[src/rtl/ca_pipe_pkg.sv]
// Shared types for the gated pipeline register: flush FSM states and counter width.
package ca_pipe_pkg;

  typedef enum logic {
    GP_RUN   = 1'b0,
    GP_FLUSH = 1'b1
  } gp_state_e;

  localparam int BUBBLE_CNT_W = 16;

endpackage

[src/rtl/gated_pipe_ch.sv]
// One registered data channel with zero > hold > load priority; an idle cycle loads zero.
module gated_pipe_ch
  import ca_pipe_pkg::*;
#(
  parameter int DATA_W = 16
) (
  input  logic              clk,
  input  logic              rst,
  input  logic              ld,
  input  logic              hold,
  input  logic              zero,
  input  logic [DATA_W-1:0] d,
  output logic [DATA_W-1:0] q
);

  logic [DATA_W-1:0] q_q;
  logic [DATA_W-1:0] q_d;

  always_comb begin
    q_d = '0;
    if (zero) begin
      q_d = '0;
    end else if (hold) begin
      q_d = q_q;
    end else if (ld) begin
      q_d = d;
    end
  end

  always_ff @(posedge clk) begin
    if (rst) begin
      q_q <= '0;
    end else begin
      q_q <= q_d;
    end
  end

  assign q = q_q;

endmodule

[src/rtl/gated_pipe_reg.sv]
// Registered multi-channel gate with stall hold, per-channel masking and a flush FSM.
// Optional bubble counter enabled by defining GATED_PIPE_BUBBLE_CNT_EN.
module gated_pipe_reg
  import ca_pipe_pkg::*;
#(
  parameter int DATA_W    = 16,
  parameter int NUM_CH    = 3,
  parameter int FLUSH_CYC = 2
) (
  input  logic                     clk,
  input  logic                     rst,
  input  logic [NUM_CH*DATA_W-1:0] in_data,
  input  logic                     in_valid,
  input  logic                     gate_en,
  input  logic [NUM_CH-1:0]        ch_en,
  input  logic                     stall,
  input  logic                     flush,
  output logic [NUM_CH*DATA_W-1:0] out_data,
  output logic                     out_valid,
  output logic                     busy,
  output logic [BUBBLE_CNT_W-1:0]  bubble_cnt
);

  localparam int                FCNT_W       = $clog2(FLUSH_CYC + 1);
  localparam logic [FCNT_W-1:0] FLUSH_RELOAD = FCNT_W'(FLUSH_CYC - 1);

  gp_state_e         state_q;
  logic [FCNT_W-1:0] fcnt_q;
  logic              busy_q;
  logic              valid_q;
  logic              valid_d;
  logic              flush_all;
  logic              hold;
  logic              load;

  // A pending flush request or an active FLUSH state both override stall.
  assign flush_all = flush | (state_q == GP_FLUSH);
  assign hold      = stall & ~flush_all;
  assign load      = in_valid & gate_en;

  always_comb begin
    valid_d = 1'b0;
    if (flush_all) begin
      valid_d = 1'b0;
    end else if (hold) begin
      valid_d = valid_q;
    end else begin
      valid_d = load;
    end
  end

  always_ff @(posedge clk) begin
    if (rst) begin
      state_q <= GP_RUN;
      fcnt_q  <= '0;
      busy_q  <= 1'b0;
      valid_q <= 1'b0;
    end else begin
      valid_q <= valid_d;
      if (flush) begin
        if (FLUSH_CYC > 1) begin
          state_q <= GP_FLUSH;
          fcnt_q  <= FLUSH_RELOAD;
          busy_q  <= 1'b1;
        end
      end else if (state_q == GP_FLUSH) begin
        fcnt_q <= fcnt_q - FCNT_W'(1);
        if (fcnt_q == FCNT_W'(1)) begin
          state_q <= GP_RUN;
          busy_q  <= 1'b0;
        end
      end
    end
  end

  for (genvar i = 0; i < NUM_CH; i++) begin : g_ch
    gated_pipe_ch #(
      .DATA_W(DATA_W)
    ) u_ch (
      .clk  (clk),
      .rst  (rst),
      .ld   (load & ch_en[i]),
      .hold (hold),
      .zero (flush_all),
      .d    (in_data[i*DATA_W +: DATA_W]),
      .q    (out_data[i*DATA_W +: DATA_W])
    );
  end

  assign out_valid = valid_q;
  assign busy      = busy_q;

`ifdef GATED_PIPE_BUBBLE_CNT_EN
  logic [BUBBLE_CNT_W-1:0] cnt_q;
  logic                    bubble_ev;

  // A bubble is any edge that writes valid to zero other than a stall hold.
  assign bubble_ev = ~hold & ~valid_d;

  always_ff @(posedge clk) begin
    if (rst) begin
      cnt_q <= '0;
    end else if (bubble_ev && (cnt_q != {BUBBLE_CNT_W{1'b1}})) begin
      cnt_q <= cnt_q + BUBBLE_CNT_W'(1);
    end
  end

  assign bubble_cnt = cnt_q;
`else
  assign bubble_cnt = '0;
`endif

endmodule

[config.mk]
export PLATFORM = sky130hd
export DESIGN_NAME = gated_pipe_reg
export DESIGN_NICKNAME = d
export VERILOG_FILES = /design/src/rtl/ca_pipe_pkg.sv /design/src/rtl/gated_pipe_ch.sv /design/src/rtl/gated_pipe_reg.sv
export SDC_FILE = /design/constraint.sdc
export NUM_CORES = 1
export LEC_CHECK = 0
export ABC_AREA = 1
export CAP_MARGIN = 20
export CORE_UTILIZATION = 58
export CTS_CLUSTER_SIZE = 25
export DETAILED_ROUTE_END_ITERATION = 10
export DONT_BUFFER_PORTS = 1
export GPL_TIMING_DRIVEN = 0
export PLACE_DENSITY_LB_ADDON = 0.1
export SLEW_MARGIN = 20
export SYNTH_ARGS = -nofsm -noshare
export SYNTH_HDL_FRONTEND = slang
export SYNTH_SLANG_ARGS = --single-unit
[constraint.sdc]
create_clock -name clk -period 1.6 [get_ports clk]
set_clock_uncertainty 0.2 [all_clocks]
set_input_delay 0.08 -clock clk [delete_from_list [all_inputs] [get_ports clk]]
set_output_delay 0.08 -clock clk [all_outputs]
set_load 0.01 [all_outputs]
==> results.cfg, run 1 <==
[run_status]
status = finished clean

[clock_network]
numCtsBuffers = 5
cts_setup_buffers = 0
htree_levels = 2
cts.sinks = 53
cts_buffer_depth = 2
cts_tree = yes
cts-root-buf = clkbuf_8
cts.reportedPaths.clkPinSlew_ns = 0.10
ctsHoldBuffers = 73
cts_resized = 0
clock_latency_ns = 0.30

[finish]
fill_cells = 298
num-nets-final = 527
drive_gt1_share_pct = 10.0
utilization_pct = 82.4
layout_commonest_cell = dlygate4sd3_1
most-common-layout-cells = dlygate4sd3_1, nand2_1, inv_1, dfxtp_1, a21oi_1
num_antenna_cells = 0
area_growth_pct = 36.2
instances_no_fill = 522

[sta]
fin_ws_ns = 0.0430
final-setup-viol-count = 0
rsz0062_at_grt = false
setup_tns_ns = 0
hold_slack_ns = 0.0270
min_period_ns = 1.56
hold_viol_final = 0
period_share_pct = 97.3
slew_viol_final = 0
fmax_mhz = 642

[critical_path]
end_kind = flop
path_class = in2reg
startpoint = in_data[22]
cp_cell_sequence = dlygate4sd3_1 -> nand4_1 -> dlygate4sd3_1 -> a21oi_1
cp-start-kind = primary input
max_stage_delay_ns = 0.63
crit_fanout = 1
critPathTopFamily = buffers and inverters
crit_arrival_ns = 1.59
crit_slowest_cell = dlygate4sd3_1
cp_num_buf_inv = 2
worstPathRequired_ns = 1.63
cpMostUsedCell = dlygate4sd3_1
timing.rr.start = state_q$_SDFF_PP0_

[yosys]
syn_area_um2 = 2640
synth-seq-cells = 53
ys_seq_area_share_pct = 40.2
ys_types = 20
synthCells = 374
yosys.area.top_type_share_pct = 40.2
synth_area_leaders = dfxtp_1, nand4_1, a21oi_1
avgSynthCellArea_um2 = 7.05
ys.warnings.count = 0
synth_area_leader_cell = dfxtp_1

[grt]
antenna_found_initial = 0
grt_pass1_vias = 2890
grt_overflow = 0
grt_max_degree = 16
grt_pass1_wl_um = 13500
grt_use_total_pct = 34.3

[route]
post_drt_wl_per_cell_um = 15.7
viasPerCell = 5.55
ant_nets = 0
wl_um = 8180
drt_iter0_markers = 317
dr.pass1.iters = 5
drc = 0
via_count = 2895

[floorplan]
fp-row-count = 24
fp.dieW_um = 69.4
dieHeight_um = 69.4
start_util_pct = 60.5
coreArea_um2 = 4350
die_area_um2 = 4820
io_pins = 123

[power_and_ir_drop]
p_per_area_nw_per_um2 = 757
p_leak_nw = 1.37
vdd_ir_drop_max_mv = 0.627

[place]
dp.cells = 441
place_ws_ns = 0.204
portBuffers = 0
gp_congestion = 0.803
dp_hpwl_um = 4570

[hold_path]
min-delay-start = in_valid
hold_class = in2reg

[run]
cap_violations = 0
-- flip-flops by register name (all words and copies together), names as in the netlist --
register	count
state_q	1
out_valid	1
busy	1
g_ch.u_ch.q	48
fcnt_q	2
-- cell usage after synthesis --
master     n
a21o_1     1
a21oi_1   50
buf_1      2
buf_2     18
buf_4     17
buf_6      2
clkbuf_1  14
clkinv_1   1
conb_1     1
dfxtp_1   53
ha_1       1
inv_1     54
nand2_1   55
nand2_2    1
nand3_1   49
nand4_1   48
nor2_1     4
nor2_4     1
nor3_1     1
o21ai_0    1
-- worst paths after layout --
check | slack (ns) | cells after the start | to
setup / recovery | 0.04 | 4 | g_ch[1].u_ch.q[6]$_SDFFE_PP0N_
hold / removal | 0.03 | 3 | g_ch[1].u_ch.q[11]$_SDFFE_PP0N_
setup reg to reg | 0.17 | 5 | g_ch[2].u_ch.q[10]$_SDFFE_PP0N_
hold reg to reg | 0.28 | 2 | fcnt_q[1]$_SDFFE_PP0P_
-- through the flow --
stage	area (um2)	power, mW
after floorplan	2690	1.69
after global placement	2760	1.76
after detailed placement	2760	1.76
after CTS	3590	2.69
after global routing	3590	2.82
final	3590	2.72
-- per-layer routing --
metal | vias up | share of wire, % | global-route usage, %
met5 | - | 0 | 0
met4 | 0 | 1.7 | 12.2
met3 | 15 | 8.7 | 8.72
met2 | 149 | 51 | 58.9
met1 | 1329 | 39 | 41.2
li1 | 1402 | - | -
-- cell type report --
cell class / instances / area, um2 / area share, %
multi-input cells: 228 / 1120 / 31.3
flip-flops and latches: 53 / 1060 / 29.6
repair buffers: 73 / 731 / 20.4
plain buffers: 53 / 300 / 8.37
inverters: 55 / 206 / 5.75
clock buffers: 7 / 96.3 / 2.68
well taps: 52 / 65.1 / 1.81
clock inverters: 1 / 5.00 / 0.139
-- kinds of logic after synthesis --
| family | share of synthesized area (%) |
|---|---|
| DFF | 40.2 |
| buffers and inverters | 19.2 |
| adders and majority gates | 0.475 |
| and+or+nand+nor | 29.9 |
| AOI/OAI and AO/OA | 9.97 |
| other | 0.142 |
-- report_power, final --
group	switching [mW]	internal, mW
registers	0.0349	1.35
logic	0.277	0.222
clock network	0.442	0.392
-- worst register-to-register path, delay by kind of cell, from the launching register on --
family | cells | cell delay [ns]
buf+inv | 2 | 0.40
simple gates | 2 | 0.18
flops | 1 | 0.47
compound gates | 1 | 0.07
Power figures use the tool's default switching activity.
==> run 2, diff against run 1 <==
- GPL_ROUTABILITY_DRIVEN: default -> 0
- SYNTH_HIERARCHICAL: default -> 1
==> run 2 against run 1 <==
Effect of this change:
- clock power up 9.0%
- setup slack better by 0.0023 ns
- worst hold slack improved by 0.036 ns
- via count is 28% lower
- die area fell by 11%
- register-to-register slack worse by 0.12 ns
- synthesized cell count is 26% lower
- non-clock buffer count is 32 lower
- critical endpoint is now out_valid$_SDFFE_PP0N_
- largest cell class is now registers
- highest routed layer unchanged
==> results.cfg, run 2 <==
[route]
dr.pass1.iters = 4
wl_um = 6100
post_drt_wl_per_cell_um = 15.1
via_count = 2089
viasPerCell = 5.17
ant_nets = 0
drt_iter0_markers = 129
drc = 0

[yosys]
syn_area_um2 = 2340
yosys.area.top_type_share_pct = 45.4
synth_area_leaders = dfxtp_1, a21oi_2, nand3_1
synth_area_leader_cell = dfxtp_1
ys_types = 19
synth-seq-cells = 53
synth_common_cells = nand2_1, dfxtp_1, nand3_1
ys.warnings.count = 6
avgSynthCellArea_um2 = 8.47
yosysMostFrequentCell = nand2_1
async_reset_ff_share_pct = 0
synth-main-ff-cell = dfxtp_1
synth-edff-count = 0
synthCells = 276
ys_seq_area_share_pct = 45.4

[critical_path]
end_kind = flop
cp_cell_sequence = nor2_4 -> nand2_2 -> nor2_2 -> nor2_1 -> dlygate4sd3_1
crit_slowest_cell = dlygate4sd3_1
critPathTopFamily = buffers and inverters
worstPathRequired_ns = 1.59
max_stage_delay_ns = 0.55
r2r_setup_slack_ns = 0.05
worstReg2RegEnd = out_valid$_SDFFE_PP0N_
crit_fanout = 4
crit_arrival_ns = 1.55
path_class = reg2reg
cp_num_buf_inv = 1
timing.rr.start = state_q$_SDFF_PP0_
cp-start-kind = flop
reg2reg_depth = 5

[sta]
final-setup-viol-count = 0
min_period_ns = 1.55
period_share_pct = 97.2
hold_viol_final = 0
fmax_mhz = 643
slew_viol_final = 0

[finish]
layout_commonest_cell = nand2_1
largest_register_ffs = 48
num-nets-final = 413
area_growth_pct = 34.8
drive_gt1_share_pct = 24.2
most-common-layout-cells = nand2_1, dlygate4sd3_1, nand3_1, dfxtp_1, a21oi_2
num_antenna_cells = 0
utilization_pct = 83.6
stdcell_area_um2 = 3150
fill_cells = 240

[power_and_ir_drop]
p_per_area_nw_per_um2 = 840
p_leak_nw = 1.18
finalPower_mw = 2.65
vdd_ir_drop_max_mv = 1.04

[hold_path]
hold_path_depth = 4
hold_class = in2reg
min-delay-start = flush
hold-path-endpoint = fcnt_q[1]$_SDFFE_PP0P_

[clock_network]
cts_buffer_depth = 2
htree_levels = 2
clock_latency_ns = 0.30
cts-root-buf = clkbuf_8
cts.reportedPaths.clkPinSlew_ns = 0.09
numCtsBuffers = 5
cts.sinks = 53
cts_tree = yes

[place]
portBuffers = 0
dp_hpwl_um = 3350
post_dp_cell_area_um2 = 2450

[floorplan]
fp.dieW_um = 65.5
dieHeight_um = 65.5
start_util_pct = 62.0
fp-row-count = 22
die_area_um2 = 4290
coreArea_um2 = 3770
io_pins = 123

[run_status]
status = finished clean

[grt]
antenna_found_initial = 0
grt_pass1_wl_um = 9290
grt_use_total_pct = 28.5
grt_overflow = 0
grt_pass1_vias = 2032
grt_max_degree = 17

[run]
cap_violations = 0
==> run 2: cell types whose count changed after synthesis, moves of 12 or more <==
cell / before / now
a21oi_2: 0 / 30
nand4_1: 48 / 0
buf_2: 18 / 6
a21oi_1: 50 / 20
clkbuf_1: 14 / 0
inv_1: 54 / 12
==> run 2: metrics by stage <==
| step | setup TNS [ns] | std cells | hold slack [ns] | setup slack, ns |
|---|---|---|---|---|
| floorplan | 0 | 291 | -0.0509 | 0.153 |
| global placement | 0 | 339 | -0.0488 | 0.00927 |
| detailed placement | -0.276 | 339 | -0.0448 | -0.0285 |
| CTS | 0 | 403 | 0.0826 | 0.0219 |
| global route | -0.00131 | 404 | 0.0891 | -0.00131 |
| finish | 0 | 404 | 0.0629 | 0.0453 |
==> run 2: repair_timing <==
action,CTS,global route
resized for setup,2,8
endpoints found under the setup margin,30,32
hold buffers,56,0
buffers inserted,0,2
hold endpoints to repair,53,0
pin swaps,0,2
==> run 2: routing by layer <==
layer	track usage, %	share of wire, %	up-vias
li1	-	-	1024
met5	0	0	-
met4	10.3	1.8	0
met3	9.03	7.9	12
met1	31.8	39	966
met2	50.3	51	87
==> run 2: worst min-delay path: stages <==
cell and delay, ns:
dlymetal6s4s_1 0.23, inv_1 0.11, nand2_1 0.07, a21oi_1 0.04
==> run 2: cells by family after synthesis <==
kind of cell,Yosys count,synth area share [%]
adders and majority gates,1,0.535
DFF,53,45.4
buffers and inverters,52,15.9
other,1,0.160
AOI/OAI and AO/OA,51,15.8
and+or+nand+nor,118,22.2
==> run 2: worst max path at each step <==
stage | from | endpoint | cells after the start
6_report | state_q$_SDFF_PP0_ | out_valid$_SDFFE_PP0N_ | 5
5_1_grt | state_q$_SDFF_PP0_ | out_valid$_SDFFE_PP0N_ | 5
4_1_cts | fcnt_q[1]$_SDFFE_PP0P_ | busy$_SDFFE_PP0P_ | 6
3_5_place_dp | state_q$_SDFF_PP0_ | g_ch[2].u_ch/q[11]$_SDFFE_PP0N_ | 8
3_3_place_gp | state_q$_SDFF_PP0_ | g_ch[2].u_ch/q[10]$_SDFFE_PP0N_ | 8
2_1_floorplan | state_q$_SDFF_PP0_ | g_ch[0].u_ch/q[10]$_SDFFE_PP0N_ | 8
==> run 2: power by group <==
part	internal [mW]	leakage, nW	switching [mW]
registers	1.34	0.430	0.0202
logic	0.199	0.699	0.184
clock network	0.470	0.0554	0.438
==> run 2: cell type report <==
type	count	area, um2	area share (%)
buffer	37	320	10.2
clock buffer	6	72.6	2.30
clock inverter	2	38.8	1.23
inverter	15	56.3	1.79
multi-input combinational	186	968	30.7
sequential	53	1070	33.9
tap	48	60.1	1.91
timing repair buffer	57	568	18.0
